$ cat src/rtl/register_file.sv
// register_file: 32 x DATA_W general-purpose register file.
// It has two combinational read ports with write bypass, one write port,
// and a debug dump engine. The dump engine streams all 32 registers out
// over a valid/ready handshake.
module register_file #(
  parameter int DATA_W = 32
) (
  input  logic              clk,
  input  logic              rst,
  input  logic [4:0]        rs_addr,
  input  logic [4:0]        rt_addr,
  output logic [DATA_W-1:0] rs_data,
  output logic [DATA_W-1:0] rt_data,
  input  logic [4:0]        wr_addr,
  input  logic [DATA_W-1:0] wr_data,
  input  logic              wr_en,
  input  logic              dump_start,
  output logic              dump_valid,
  input  logic              dump_ready,
  output logic [4:0]        dump_idx,
  output logic [DATA_W-1:0] dump_data,
  output logic              dump_busy,
  output logic              dump_done
);

  typedef enum logic [1:0] {IDLE, SEND, DONE} state_t;

  state_t            state;
  logic [DATA_W-1:0] regs [32];
  logic              wr_live;
  logic              byp_rs;
  logic              byp_rt;

  // A write counts only outside reset and never to r0.
  // Bypass uses the same qualifier, so reads stay 0 while reset is held.
  assign wr_live = wr_en && !rst && (wr_addr != 5'd0);
  assign byp_rs  = wr_live && (wr_addr == rs_addr);
  assign byp_rt  = wr_live && (wr_addr == rt_addr);

  // Storage: async clear. r0 is never written, so it holds its reset value of 0.
  always_ff @(posedge clk or posedge rst) begin
    if (rst) begin
      for (int i = 0; i < 32; i++) regs[i] <= '0;
    end else if (wr_live) begin
      regs[wr_addr] <= wr_data;
    end
  end

  // Read ports: zero latency. A same-cycle write is forwarded to the reader.
  always_comb begin
    rs_data = regs[rs_addr];
    rt_data = regs[rt_addr];
    if (byp_rs)            rs_data = wr_data;
    if (byp_rt)            rt_data = wr_data;
    if (rs_addr == 5'd0)   rs_data = '0;
    if (rt_addr == 5'd0)   rt_data = '0;
  end

  // Dump beats show stored state only, with no bypass.
  // A stalled beat therefore picks up a write on the cycle after the write.
  assign dump_data = regs[dump_idx];

  // Dump FSM: IDLE -> SEND (32 beats) -> DONE (1 cycle) -> IDLE.
  always_ff @(posedge clk or posedge rst) begin
    if (rst) begin
      state      <= IDLE;
      dump_idx   <= 5'd0;
      dump_valid <= 1'b0;
      dump_busy  <= 1'b0;
      dump_done  <= 1'b0;
    end else begin
      case (state)
        IDLE: begin
          if (dump_start) begin
            state      <= SEND;
            dump_idx   <= 5'd0;
            dump_valid <= 1'b1;
            dump_busy  <= 1'b1;
          end
        end
        SEND: begin
          if (dump_ready) begin
            if (dump_idx == 5'd31) begin
              state      <= DONE;
              dump_valid <= 1'b0;
              dump_done  <= 1'b1;
            end else begin
              dump_idx <= dump_idx + 5'd1;
            end
          end
        end
        DONE: begin
          state     <= IDLE;
          dump_idx  <= 5'd0;
          dump_busy <= 1'b0;
          dump_done <= 1'b0;
        end
        default: begin
          state      <= IDLE;
          dump_valid <= 1'b0;
          dump_busy  <= 1'b0;
          dump_done  <= 1'b0;
        end
      endcase
    end
  end

endmodule

$ cat config.mk
export PLATFORM = sky130hd
export DESIGN_NAME = register_file
export DESIGN_NICKNAME = d
export VERILOG_FILES = /design/src/rtl/register_file.sv
export SDC_FILE = /design/constraint.sdc
export NUM_CORES = 2
export LEC_CHECK = 0
export CAP_MARGIN = 40
export CORE_MARGIN = 4
export CORE_UTILIZATION = 57
export DETAILED_ROUTE_END_ITERATION = 6
export PLACE_DENSITY = 0.81
export SETUP_SLACK_MARGIN = 0.5
export SYNTH_ARGS = -nofsm -noshare
export SYNTH_HDL_FRONTEND = slang
export SYNTH_SLANG_ARGS = --single-unit
$ cat constraint.sdc
create_clock -name clk -period 31.7 [get_ports clk]
set_input_delay 4.755 -clock clk [delete_from_list [all_inputs] [get_ports clk]]
set_output_delay 4.755 -clock clk [all_outputs]
set_load 0.05 [all_outputs]
==> flow_summary.ini <==
[setup_path]
path_buf_inv = 5
path_max_fanout = 123
required_ns = 26.95
worst_setup_path_start_kind = input port
path_cells = buf_8 > buf_12 > buf_4 > buf_16 > mux4_2 > mux2i_1 > a2111oi_0 > a311oi_1 > a21oi_1 > clkdlybuf4s50_1
endpoint_kind = output pin
critical_path_class = in -> out
max_stage_delay_ns = 0.95
cp_slowest_cell = clkdlybuf4s50_1
cpLargestDelayFamily = buffers and inverters
crit_arrival_ns = 9.79

[pwr]
seq_power_share_pct = 36.5
clkPwrFrac_pct = 29.1
p_comb_share_pct = 34.4
ir_drop_mv = 0.0560
power.leakage_nw = 30.8
internal-power_mw = 3.05
p_total_mw = 4.63
p_switching_mw = 1.58
p_per_area_nw_per_um2 = 64.9
power_switching_share_pct = 34.1

[timing]
finalCritPeriodShare_pct = 45.9
hold_viol_final = 0
max_clock_freq_ghz = 0.0687
tightest_slew_ns = 1.15
fin_crit_ns = 14.55
rsz0062_at_grt = no
clock-skew-final_ns = 0.00484
slew_violations = 0
relSlewSlack_pct = 23.0
setup_viol = 0
setup_tns_ns = 0

[synthesis]
ys.flop_type = dfrtp_1
netlist.area_leader.share_pct = 40.4
synth_top_cell_by_area = dfrtp_1
synth_fp_nets = 4550
synth_area_sq_um = 64100
yosysSeqAreaShare_pct = 40.4
async_flop_share_pct = 100
avgSynthCellArea_sq_um = 14.2
synth-edff-count = 0
synthDistinctLibCells = 62
synthCells = 4496
ys_top_cells_by_area = dfrtp_1, mux4_2, mux2_2
ys_ff_latch = 1034
yosys_warnings = 0

[clocking]
cts_resized = 0
cts_setup_buffers = 0
clock_path_buffers = 3
insertion_delay_ns = 0.70
cts_buffers = 106
root_buffer = clkbuf_16
hold_buffers = 0
htree_levels = 3
path_clk_slew_ns = 0.06
cts_tree = done
cts_sinks = 1034

[layout]
finalNetCount = 4455
layout-drive-gt1-share_pct = 48.1
final_util_pct = 64.2
fin_cells = 5985
fill_cells = 7790
final_area_sq_um = 71300
area_growth_pct = 11.3

[hold_path]
hp-class = reg -> reg

[status]
outcome = finished, violations left
violations = DRC

[detailed_routing]
wl_per_cell_microns = 36.8
totalWireLength_mm = 220
route.detailed.drc = 1
drt_iter0_markers = 6788
dr.pass1.iters = 7
vias = 46800
antenna_left = 0
vias_per_cell = 7.82

[global_route]
grt_pass1_vias = 47400
grt_pass1_wl_mm = 323
track_usage_pct = 37.4
grt_max_degree = 186
antenna_found_initial = 12
grt_overflow = 0

[place]
dp_cells = 5780
hpwl_mm = 131
place.gp.congestion = 0.891
place_area_sq_um = 67600
port_buffers = 155

[floorplanning]
initial_core_util_pct = 57.7
core_sq_um = 111000
die_w_microns = 343
num_io_pins = 156
fp.dieArea_sq_um = 118000
die_y_microns = 343
num_rows = 122

[job]
cap_violations = 0
cells in the mapped netlist (4+ instances only):
cell,count
buf_6,10
a22oi_1,18
nor2b_1,5
mux4_2,686
o21ai_0,63
xor2_1,6
nand3b_1,10
o2111ai_1,8
a41oi_1,7
nand2_1,238
mux2_2,1062
o22ai_1,47
buf_1,78
or2_2,4
o221ai_1,24
o211ai_1,40
a2111oi_0,6
a21oi_1,43
nor3b_1,7
nor2_1,63
nor3_1,31
a221oi_1,51
buf_2,97
mux2i_1,301
o22a_1,7
a211o_1,12
mux2_1,6
a22o_1,6
dfrtp_1,1034
inv_1,8
buf_4,50
nand2b_1,17
clkbuf_1,292
a211oi_1,29
a221o_1,59
a311oi_1,21
xnor2_1,4
nand3_1,11
per-stage QoR:
stage          hold slack, ns  setup slack [ns]
3_5_place_dp            0.402             17.20
3_3_place_gp            0.393             17.11
6_report                0.416             17.15
4_1_cts                 0.418             17.19
2_1_floorplan           0.458             12.69
5_1_grt                 0.431             16.90
routing by layer:
| metal | routed length, microns | vias up | part of all wire [%] | GRT usage (%) |
|---|---|---|---|---|
| met1 | 74100 | 24000 | 34 | 47.6 |
| met3 | 32900 | 1153 | 15 | 14.8 |
| met2 | 94600 | 3979 | 43 | 53.2 |
| met4 | 18500 | 6 | 8.4 | 25.0 |
| met5 | 46 | - | 0.021 | 0 |
| li1 | - | 17600 | - | - |
final timing paths:
check,cells past startpoint,slack [ns],to,start
worst min-delay path,0,0.42,regs[1020]$_DFFE_PP0P_,regs[1020]$_DFFE_PP0P_
worst max register to register,9,28.46,dump_idx[3]$_DFFE_PP0P_,dump_idx[1]$_DFFE_PP0P_
min in group asynchronous,2,4.58,regs[318]$_DFFE_PP0P_,rst
max in group asynchronous,6,24.70,regs[332]$_DFFE_PP0P_,rst
worst max-delay path,10,17.15,rs_data[15],rs_addr[0]
worst min register to register,0,0.42,regs[1020]$_DFFE_PP0P_,regs[1020]$_DFFE_PP0P_
logic make-up (layout without fill, tap and decap cells):
kind of cell | Yosys count | after routing | share of synthesized area (%)
DFF | 1034 | 1034 | 40.4
other | 0 | 10 | 0
AOI/OAI and AO/OA | 450 | 450 | 5.27
xor gates and xnor gates | 10 | 10 | 0.137
muxes | 2055 | 2055 | 47.6
and+or+nand+nor | 408 | 408 | 2.82
buffers and inverters | 537 | 528 | 3.75
adders and majority gates | 2 | 2 | 0.0391
registers in the layout, indices dropped and copies added (netlist names):
name,cells
dump_done,1
dump_valid,1
state,2
regs,1024
dump_idx,5
dump_busy,1
power by group through the flow:
stage / Combinational, mW / Sequential (mW) / Clock [mW]
CTS: 1.57 / 1.67 / 1.35
global placement: 1.48 / 1.70 / 0
global route: 1.65 / 1.71 / 1.41
floorplan: 1.13 / 1.64 / 0
finish: 1.59 / 1.69 / 1.35
detailed placement: 1.56 / 1.70 / 0
final cells by class:
type,instances,area (sq um),share of cell area [%]
multi-input combinational,2925,36000,50.5
sequential,1034,25900,36.3
timing repair buffer,325,3770,5.29
clock buffer,155,3140,4.40
tap,1488,1860,2.61
clock inverter,39,562,0.788
inverter,9,42.5,0.0597
antenna,10,25.0,0.0351
cell usage in the layout (no fill, tap or decap), drive strengths merged, types with 21 or more instances in the layout:
cell type,instances
mux2,1068
nand2,238
clkdlybuf4s50,145
nor3,32
clkinv,21
mux4,686
a311oi,21
a221o,59
o22ai,47
mux2i,301
clkbuf,155
a21oi,43
a221oi,51
o21ai,65
o211ai,40
buf,180
dfrtp,1034
nor2,63
a211oi,29
o221ai,24
(Power assumes the default switching activity.)
==> patch, RTL diff (same flow settings) <==
`DATA_W`: 32 -> 28. Comments in the files are not updated.
--- a/src/rtl/register_file.sv
+++ b/src/rtl/register_file.sv
@@ -3,7 +3,7 @@
 // and a debug dump engine. The dump engine streams all 32 registers out
 // over a valid/ready handshake.
 module register_file #(
-  parameter int DATA_W = 32
+  parameter int DATA_W = 28
 ) (
   input  logic              clk,
   input  logic              rst,
Interface: changed (resized dump_data, rs_data, rt_data and wr_data); port bits go from 156 to 140. No check against the original RTL was run, so the function may have changed too.
==> patch against the unedited design <==
  * The run still ends with DRC left
  * Total power down 12%
  * Sequential cell count down 128
  * Synthesized area down 12%
  * Via count is 11% lower
  * Die area down 11%
  * Wire length decreased by 11%
  * Critical path depth is 2 lower
  * Design area is 13% lower
  * Clock skew is 0.0033 ns lower
  * Worst setup slack better by 0.44 ns
  * Non-clock buffer count decreased by 34
  * Global-route usage is 0.090 points higher
  * Worst hold slack improved by 0.0030 ns
  * Register-to-register slack improved by 0.55 ns
  * Critical endpoint is now rt_data[5]
  * Largest cell class unchanged
==> patch: results (changes against the unedited design) <==
Netlist cell types=75 (+21%); Slew @ Worst Pin=1.05 ns (-0.105 ns); clock skew=0.00150 ns (-0.00333 ns); top cells by count, synth=906 x dfrtp_1, 868 x mux2_2, 576 x mux4_2, 314 x mux2i_1, 225 x clkbuf_1; 1st-iter DRT viols=6,502 (-4.2%); Post-layout nets=3,958 (-11%); DR pass1 iterations=7 (unchanged); post-place instance area=58,900 um2 (-13%); Yosys Warn Count=0 (unchanged); initial antenna violation count=5 (-7); status=complete, but fails checks; Worst VDD drop=0.0614 mV (+9.7%); CP arrival=9.35 ns (-0.44 ns); Total GRT Usage=37.5% (+0.090 points); CTS clock-pin slew for the worst setup and hold paths=0.06 ns (about the same); pin count of the biggest net entering global routing=182 (-2.2%); Final Wtd Congestion=0.891 (about the same); Num CTS Buffers=97 (-8.5%); cell taking the most area after synthesis=dfrtp_1; Area contributors post-synth=dfrtp_1 40%, mux4_2 23%, mux2_2 17%; Worst Hold Class=reg2reg; Seq/Total Area, Yosys=40.1% (-0.32 points); biggest regs=regs (896), dump_idx (5), state (2); DRC=3 (+2); wire length of the first global-routing pass=284,000 um (-12%); clock latency on the worst-skew pair=0.68 ns (-0.02 ns); vias in the first global route=41,160 (-13%); CP Max Fanout=28 (-77%); fraction of layout cells with a size suffix above 1=45.8% (-2.3 points); DPL Wire Length=109,000 um (-17%); vias per cell=7.92 (+1.2%); WL per Instance=37.1 um (+0.92%); Static Leak=27.0 nW (-12%); # port buffers=139 (-10%); failing checks=DRC
## patch: changes by cell type in the layout (fill, tap and decap cells not counted), moves of 28 or more
cell      unedited run  this run
a221o_1             59        31
a221oi_1            51        91
dfrtp_1           1030       902
mux2_2            1062       868
mux4_2             686       576
nand2_1            223       152
o211ai_1            40         9
## patch: path summary, 6_finish.rpt
check,startpoint,endpoint,slack (ns),cells past startpoint
max,wr_addr[2],rt_data[5],17.60,8
min,regs[893],regs[893],0.42,0
max reg2reg,dump_idx[0],dump_idx[3],29.01,9
min reg2reg,regs[893],regs[893],0.42,0
max in group asynchronous,rst,dump_idx[1],24.08,6
min in group asynchronous,rst,regs[653],4.64,2
## patch: cell type report
| class | count | area [um2] |
|---|---|---|
| multi-input combinational | 2598 | 31500 |
| inverter | 14 | 62.6 |
| clock buffer | 143 | 2830 |
| antenna | 6 | 15.0 |
| tap | 1287 | 1610 |
| timing repair buffer | 291 | 3050 |
| sequential | 906 | 22700 |
| fill | 6971 | 36100 |
| clock inverter | 34 | 519 |
## patch: metrics by stage
stage,instances,worst slack (ns)
floorplan,3969,1.47
global placement,5063,17.94
detailed placement,5095,17.93
CTS,5272,17.90
global route,5274,17.61
finish,5279,17.60
## patch: cells by family after synthesis
logic type	count (synthesis)	share of synthesized area (%)
DFF	906	40.1
buffers and inverters	465	4.47
and+or+nand+nor	349	3.09
muxes	1767	46.0
AOI/OAI and AO/OA	470	6.15
xor gates and xnor gates	10	0.155
adders and majority gates	2	0.0442
## patch: layer usage
metal / track usage (%) / wire length (um)
met4: 22.4 / 15100
met3: 15.2 / 30800
met2: 52.9 / 82900
met5: 0 / 27
met1: 49.0 / 67200
## patch: report_power, final
part / switching (W) / internal [W]
registers: 0.000188 / 0.00131
logic: 0.000713 / 0.000657
clock network: 0.000498 / 0.000716
